--- src/rtl/board_plotter.sv ---
// Board renderer: scans 64 cells and draws each as a filled CELL x CELL square, one pixel per cycle.
// Optional build macro CURSOR_HILITE_EN adds a cursor whose cell border is drawn in red.
module board_plotter #(
  parameter int ORIGIN_X = 9,
  parameter int ORIGIN_Y = 9,
  parameter int PITCH    = 13,
  parameter int CELL     = 12
) (
  input  logic       clock,
  input  logic       resetn,
  input  logic       start,
  input  logic [1:0] cell_q,
`ifdef CURSOR_HILITE_EN
  input  logic [2:0] cursor_x,
  input  logic [2:0] cursor_y,
`endif
  output logic [2:0] cell_x,
  output logic [2:0] cell_y,
  output logic [7:0] vga_x,
  output logic [6:0] vga_y,
  output logic [2:0] vga_colour,
  output logic       vga_plot,
  output logic       busy,
  output logic       done
);

  localparam logic [2:0] S_IDLE  = 3'd0;
  localparam logic [2:0] S_ADDR  = 3'd1;
  localparam logic [2:0] S_LATCH = 3'd2;
  localparam logic [2:0] S_DRAW  = 3'd3;
  localparam logic [2:0] S_DONE  = 3'd4;
  localparam logic [3:0] LAST    = 4'(CELL - 1);

  logic [2:0] r_state;
  logic [2:0] r_cell_x, r_cell_y;
  logic [3:0] r_px, r_py;
  logic [2:0] r_colour;
  logic [7:0] r_vga_x;
  logic [6:0] r_vga_y;
  logic [2:0] r_vga_colour;
  logic       r_plot, r_busy, r_done;
  logic [7:0] w_x;
  logic [6:0] w_y;
  logic [2:0] w_pix_colour;

  function automatic logic [2:0] f_colour(input logic [1:0] q);
    case (q)
      2'd2:    f_colour = 3'b000;
      2'd3:    f_colour = 3'b111;
      default: f_colour = 3'b010;
    endcase
  endfunction

  // vga_y only needs 7 bits, so it is computed modulo 128 directly
  assign w_x = 8'(ORIGIN_X) + 8'(r_cell_x) * 8'(PITCH) + 8'(r_px);
  assign w_y = 7'(ORIGIN_Y) + 7'(r_cell_y) * 7'(PITCH) + 7'(r_py);

`ifdef CURSOR_HILITE_EN
  logic r_hilite;
  logic w_border;
  assign w_border     = (r_px == 4'd0) || (r_px == LAST) || (r_py == 4'd0) || (r_py == LAST);
  assign w_pix_colour = (r_hilite && w_border) ? 3'b100 : r_colour;
`else
  assign w_pix_colour = r_colour;
`endif

  always_ff @(posedge clock) begin
    if (!resetn) begin
      r_state      <= S_IDLE;
      r_cell_x     <= 3'd0;
      r_cell_y     <= 3'd0;
      r_px         <= 4'd0;
      r_py         <= 4'd0;
      r_colour     <= 3'd0;
      r_vga_x      <= 8'd0;
      r_vga_y      <= 7'd0;
      r_vga_colour <= 3'd0;
      r_plot       <= 1'b0;
      r_busy       <= 1'b0;
      r_done       <= 1'b0;
`ifdef CURSOR_HILITE_EN
      r_hilite     <= 1'b0;
`endif
    end else begin
      r_plot <= 1'b0;
      r_done <= 1'b0;
      case (r_state)
        S_IDLE: begin
          r_busy <= start;
          if (start) begin
            r_state  <= S_ADDR;
            r_cell_x <= 3'd0;
            r_cell_y <= 3'd0;
          end
        end
        S_ADDR: r_state <= S_LATCH;
        S_LATCH: begin
          r_colour <= f_colour(cell_q);
`ifdef CURSOR_HILITE_EN
          r_hilite <= (r_cell_x == cursor_x) && (r_cell_y == cursor_y);
`endif
          r_px    <= 4'd0;
          r_py    <= 4'd0;
          r_state <= S_DRAW;
        end
        S_DRAW: begin
          r_plot       <= 1'b1;
          r_vga_x      <= w_x;
          r_vga_y      <= w_y;
          r_vga_colour <= w_pix_colour;
          if (r_px == LAST) begin
            r_px <= 4'd0;
            if (r_py == LAST) begin
              if (r_cell_x == 3'd7 && r_cell_y == 3'd7) begin
                r_state <= S_DONE;
              end else begin
                r_cell_x <= r_cell_x + 3'd1;
                if (r_cell_x == 3'd7) r_cell_y <= r_cell_y + 3'd1;
                r_state <= S_ADDR;
              end
            end else begin
              r_py <= r_py + 4'd1;
            end
          end else begin
            r_px <= r_px + 4'd1;
          end
        end
        S_DONE: begin
          r_done  <= 1'b1;
          r_state <= S_IDLE;
        end
        default: r_state <= S_IDLE;
      endcase
    end
  end

  assign cell_x     = r_cell_x;
  assign cell_y     = r_cell_y;
  assign vga_x      = r_vga_x;
  assign vga_y      = r_vga_y;
  assign vga_colour = r_vga_colour;
  assign vga_plot   = r_plot;
  assign busy       = r_busy;
  assign done       = r_done;

endmodule

--- config.mk ---
export PLATFORM = sky130hd
export DESIGN_NAME = board_plotter
export DESIGN_NICKNAME = d
export VERILOG_FILES = /design/src/rtl/board_plotter.sv
export SDC_FILE = /design/constraint.sdc
export NUM_CORES = 1
export LEC_CHECK = 0
export CORE_MARGIN = 2
export CORE_UTILIZATION = 40
export CTS_CLUSTER_DIAMETER = 50
export CTS_CLUSTER_SIZE = 30
export DETAILED_ROUTE_END_ITERATION = 8
export PLACE_DENSITY = 0.72
export RECOVER_POWER = 100
export REMOVE_ABC_BUFFERS = 1
export SKIP_CTS_REPAIR_TIMING = 1
export SKIP_LAST_GASP = 1
export SLEW_MARGIN = 10
export SYNTH_ARGS = -nofsm -noshare
export SYNTH_HDL_FRONTEND = slang
export SYNTH_SLANG_ARGS = --single-unit
--- constraint.sdc ---
create_clock -name clock -period 6.3 [get_ports clock]
set_input_delay 1.89 -clock clock [delete_from_list [all_inputs] [get_ports clock]]
set_output_delay 1.89 -clock clock [all_outputs]
set_load 0.02 [all_outputs]
# After elaboration in Yosys (flattened, before gate mapping)
# Cells that the tools add are included.
[word_totals]
regBits = 41
in_bits = 5
out_inout_bits = 27
wordCells = 69
[op_classes]
add_sub_neg = 8
multipliers = 2
n_eq_ne = 16
mux = 23
n_reduce_logical = 8
[op_table]
columns = ["op", "count"]
rows = [
  ["2-to-1 mux 3 bit", 12],
  ["case mux 3 bit (2 select lines)", 3],
  ["case mux 4 bit (2 select lines)", 2],
  ["multiplier 3 x 4 -> 7 bit, second input constant", 2],
  ["2-to-1 mux 4 bit", 3],
  ["inequality test 2 bit, second input constant", 6],
  ["case mux 3 bit (4 select lines)", 1],
  ["equality test 3 bit, second input constant", 3],
  ["adder 4 x 1 -> 4 bit, second input constant", 2],
  ["adder 4 x 7 -> 8 bit, first input constant", 1],
  ["adder 8 x 4 -> 8 bit", 1],
  ["equality test 4 bit, second input constant", 2],
  ["adder 4 x 7 -> 7 bit, first input constant", 1],
  ["adder 7 x 4 -> 7 bit", 1],
  ["adder 3 x 1 -> 3 bit, second input constant", 2],
  ["equality test 3 x 2 -> 1 bit, second input constant", 2],
  ["AND reduction 3 bit", 2],
  ["AND reduction 6 bit", 1],
  ["AND reduction 5 bit", 1],
  ["equality test 2 bit, second input constant", 2],
  ["nonzero test 2 bit", 2],
  ["equality test 3 x 1 -> 1 bit, second input constant", 1],
  ["logical NOT 3 bit", 1],
  ["2-to-1 mux 1 bit", 2],
  ["logical AND 1 bit", 1],
]

# Longest topological paths before layout
[depth]
word_depth = 6
mapped_depth = 10
mapped_depth_nobuf = 10

# Worst setup path after synthesis
# OpenSTA, ideal clock, no wires.
[synth_timing]
path_kind = "flip-flop to flip-flop"
from = "register r_cell_x[2] (netlist: cell_x[2])"
to = "register r_vga_x[6] (netlist: vga_x[6])"
setup_time_ns = 0.129
t_arrival_ns = 2.769
t_required_ns = 6.171
path_slack_ns = 3.402
stages_incl_launch_ff = 11
path_buffers = 0
period_less_slack_ns = 2.898
path_cell_list = "dfxtp_1 -> ha_1 -> inv_1 -> fa_1 -> inv_1 -> fa_1 -> ha_1 -> and3_1 -> a221o_1 -> nand4b_1 -> o211ai_1"
[synth_between]
elab_chain_cells = 3
[synth_lines]
columns = ["item", "line_no", "rtl"]
rows = [
  ["from (decl)", "35", "logic [2:0] r_cell_x, r_cell_y;"],
  ["from (signal assigned)", "117", "r_cell_x <= r_cell_x + 3'd1;"],
  ["multiplier 3 x 4 -> 7 bit", "55", "assign w_x = 8'(ORIGIN_X) + 8'(r_cell_x) * 8'(PITCH) + 8'(r_px);"],
  ["adder 4 x 7 -> 8 bit", "55", ""],
  ["adder 8 x 4 -> 8 bit", "55", ""],
  ["to (signal assigned)", "108", "r_vga_x <= w_x;"],
  ["to (decl)", "38", "logic [7:0] r_vga_x;"],
]
# No other way between the ends.
# A chain may end at the register's enable or synchronous reset.

==> metrics.md <==
| Metric | Value |
|---|---|
| Total GRT Usage | 0.152 |
| Setup tns final | 0 ps |
| Avg Cell Area, Syn | roughly 9.3 sq um |
| # DRC | 0 |
| Cells after DPL | between 300 and 400 |
| Clock slew at reported path FFs | approximately 80 ps |
| Main synth FF type | dfxtp_1 |
| Sw Share | 0.272 |
| CP startpoint kind | input port |
| Flop-to-flop setup slack | 3260 ps |
| Initial core utilization | 0.420 |
| Fin. max-slew vios | 0 |
| Vias in the first global route | ~1900 |
| Post-place setup slack | around 2500 ps |
| First-pass GRT wire length | ~8600 microns |
| Worst VDD drop | 0.105 mV |
| Sequential share of power | 0.541 |
| H-tree depth | 2 |
| Post-DP HPWL | between 3000 and 4000 microns |
| Routability cong. | roughly 0.76 |
| Mapped Cells | between 200 and 300 |
| Chip height | around 84 microns |
| Area grow syn2layout | 16.4% |
| Combinational fraction of design power | 0.103 |
| Layout Utilization | 0.489 |
| Post-DR vias/cell | 5.47 |
| RSZ-0062 raised after global routing | no |
| Leakage power figure | 1.45 nW |
| Clock sink count | 39 |
| Root buf cell | clkbuf_8 |
| Ant diodes | 0 |
| Power density cells | 163 mW/mm^2 |
| Period utilisation layout | 0.668 |
| Multi-input gate area | 0.00161 sq mm |
| Max-cap viol count | 0 |
| Sequential Area | around 800 sq um |
| Crit path time final | ~4200 ps |
| HP Class | reg2reg |
| Initial antenna violation count | 0 |
| Rows | 28 |
| Clock network power share | 0.356 |
| Max FO, Critical Path | 32 |
| Core area | 0.00603 sq mm |
| FFs w/ async S/R, synth | 0 |
| Filler cells | 573 |
| Final cell count without fillers | roughly 370 |
| Overall power | 0.480 mW |
| Yosys Warn Count | 0 |
| Worst Tran Pin Value | between 1000 and 1500 ps |
| Mapped Area | 0.00253 sq mm |
| Port buffer count | 31 |
| Nets | 343 |
| Seq cells post-synth | 39 |
| Normalized max-slew margin | 0.165 |
| CTS Buf Count | 5 |
| Arrival time worst endpoint | 4430 ps |
| Synth cell types | 46 |
| Final worst setup slack | about 2100 ps |
| Worst setup path class | in2reg |
| I/O pins | 32 |
| Critical path required time | 6520 ps |
| Worst Skew | 7.31 ps |
| Drt first pass iters | 4 |
| Int Power | 0.349 mW |
| Fraction of layout cells with a size suffix above 1 | 0.0470 |
| GR Overflow Total | 0 |
| Antenna-violating nets left | 0 |
| Via count | roughly 2000 |
| Critical path capture point type | register |
| Worst-Skew Late Latency | between 200 and 300 ps |
| Switching Power | around 0.13 mW |
| Largest net degree at the start of global routing | 34 |
| Max clock buf depth | 2 |
| Width of the die | between 80 and 90 microns |
| Final hold violation count | 0 |
| Die area | about 0.007 sq mm |
| Drt first-iter violations | 95 |
| Final count of negative-setup-slack endpoints | 0 |
| Fmax | 238 MHz |
| Final wirelength | 5010 microns |
| Routed WL per cell | between 10 and 15 microns |
| EDFF count, synth | 0 |
| CTS tree | built |
| Status | complete, no violations |
| Post-synthesis sequential area ratio | 0.309 |
synthesized netlist by cell type (4+ instances only):
cell	instances	area share
a21boi_0	12	0.036
a21o_1	4	0.012
a21oi_1	8	0.016
and3_1	7	0.017
buf_4	4	0.012
clkbuf_1	6	0.0089
dfxtp_1	39	0.31
fa_1	6	0.047
ha_1	35	0.17
inv_1	13	0.019
mux2i_1	9	0.036
nand2_1	32	0.047
nand3_1	19	0.038
nand4_1	5	0.012
nand4b_1	4	0.014
nor2_1	7	0.010
nor3_1	4	0.0079
o21ai_0	9	0.018
through the flow:
step / cell area [sq um] / hold WS (ps)
finish: 2940 / 467
global placement: 2860 / 450
CTS: 2950 / 471
floorplan: 2440 / 437
detailed placement: 2860 / 459
global route: 2940 / 490
area by class of cell:
| cell class | instances | area share |
|---|---|---|
| Clock buffer | 5 | 0.0234 |
| Clock inverter | 3 | 0.00680 |
| Inverter | 13 | 0.0166 |
| Multi-Input combinational cell | 205 | 0.547 |
| Sequential cell | 39 | 0.265 |
| Tap cell | 75 | 0.0319 |
| Timing Repair Buffer | 33 | 0.109 |
flip-flops by register name, summed over array words and instances (netlist names):
signal      cells
cell_x          3
r_state         3
r_px            4
r_colour        2
r_py            4
vga_plot        1
done            1
vga_colour      2
vga_x           8
busy            1
cell_y          3
vga_y           7
kinds of logic (layout without fill, tap and decap cells):
kind of cell	after synthesis	count (layout)	share of synthesized area
AOI/OAI and AO/OA	52	52	0.147
xor gates and xnor gates	4	4	0.0139
adders and majority gates	41	41	0.221
buffers and inverters	28	54	0.0549
DFF	39	39	0.309
muxes	9	9	0.0356
and+or+nand+nor	99	99	0.219
critical path, cell delays in order:
cell and delay (ps):
dlygate4sd3_1 1010, clkbuf_1 980, and4b_1 340, a31oi_1 50, o211ai_1 140
cell usage in the layout (no fill, tap or decap), types with 2 or more instances in the layout:
| cell type | netlist | layout |
|---|---|---|
| a31oi_1 | 3 | 3 |
| nor2_1 | 7 | 7 |
| o211ai_1 | 2 | 2 |
| nor2b_1 | 2 | 2 |
| dfxtp_1 | 39 | 39 |
| inv_1 | 13 | 13 |
| nand2b_1 | 3 | 3 |
| a221o_1 | 2 | 2 |
| and4b_1 | 2 | 2 |
| dlygate4sd3_1 | 0 | 28 |
| mux2i_1 | 9 | 9 |
| o211a_1 | 3 | 3 |
| and3_1 | 7 | 7 |
| a21boi_0 | 12 | 12 |
| a211oi_1 | 2 | 2 |
| xnor2_1 | 3 | 3 |
| nand3_1 | 19 | 19 |
| a21oi_1 | 8 | 8 |
| clkdlybuf4s50_1 | 0 | 3 |
| nand3b_1 | 3 | 3 |
| nand2_1 | 32 | 32 |
| ha_1 | 35 | 35 |
| and3b_1 | 2 | 2 |
| nand4_1 | 5 | 5 |
| clkbuf_8 | 0 | 5 |
| a21o_1 | 4 | 4 |
| fa_1 | 6 | 6 |
| clkinvlp_4 | 0 | 2 |
| or4b_1 | 3 | 3 |
| o21ai_0 | 9 | 9 |
| nor3_1 | 4 | 4 |
| nand4b_1 | 4 | 4 |
power groups by stage:
stage / clock, mW / combinational [mW] / sequential, mW
finish: 0.171 / 0.0495 / 0.260
global route: 0.190 / 0.0547 / 0.261
CTS: 0.178 / 0.0515 / 0.260
detailed placement: 0 / 0.0513 / 0.265
global placement: 0 / 0.0507 / 0.265
floorplan: 0 / 0.0265 / 0.267
metal layers:
metal | up-vias | part of all wire | GRT usage
li1 | 1035 | - | -
met1 | 963 | 0.49 | 0.207
met2 | 37 | 0.45 | 0.236
met3 | 7 | 0.038 | 0.0326
met4 | 0 | 0.015 | 0.0572
met5 | - | 0 | 0
path summary, 6_finish.rpt:
check	startpoint	endpoint	depth (start not counted)
worst max-delay path	resetn	vga_x[6]	5
worst max register to register	cell_x[2]	vga_x[6]	10
worst min register to register	vga_y[1]	vga_y[1]	2
worst min-delay path	vga_y[1]	vga_y[1]	2
No activity file was read; power rests on OpenSTA's default activity.
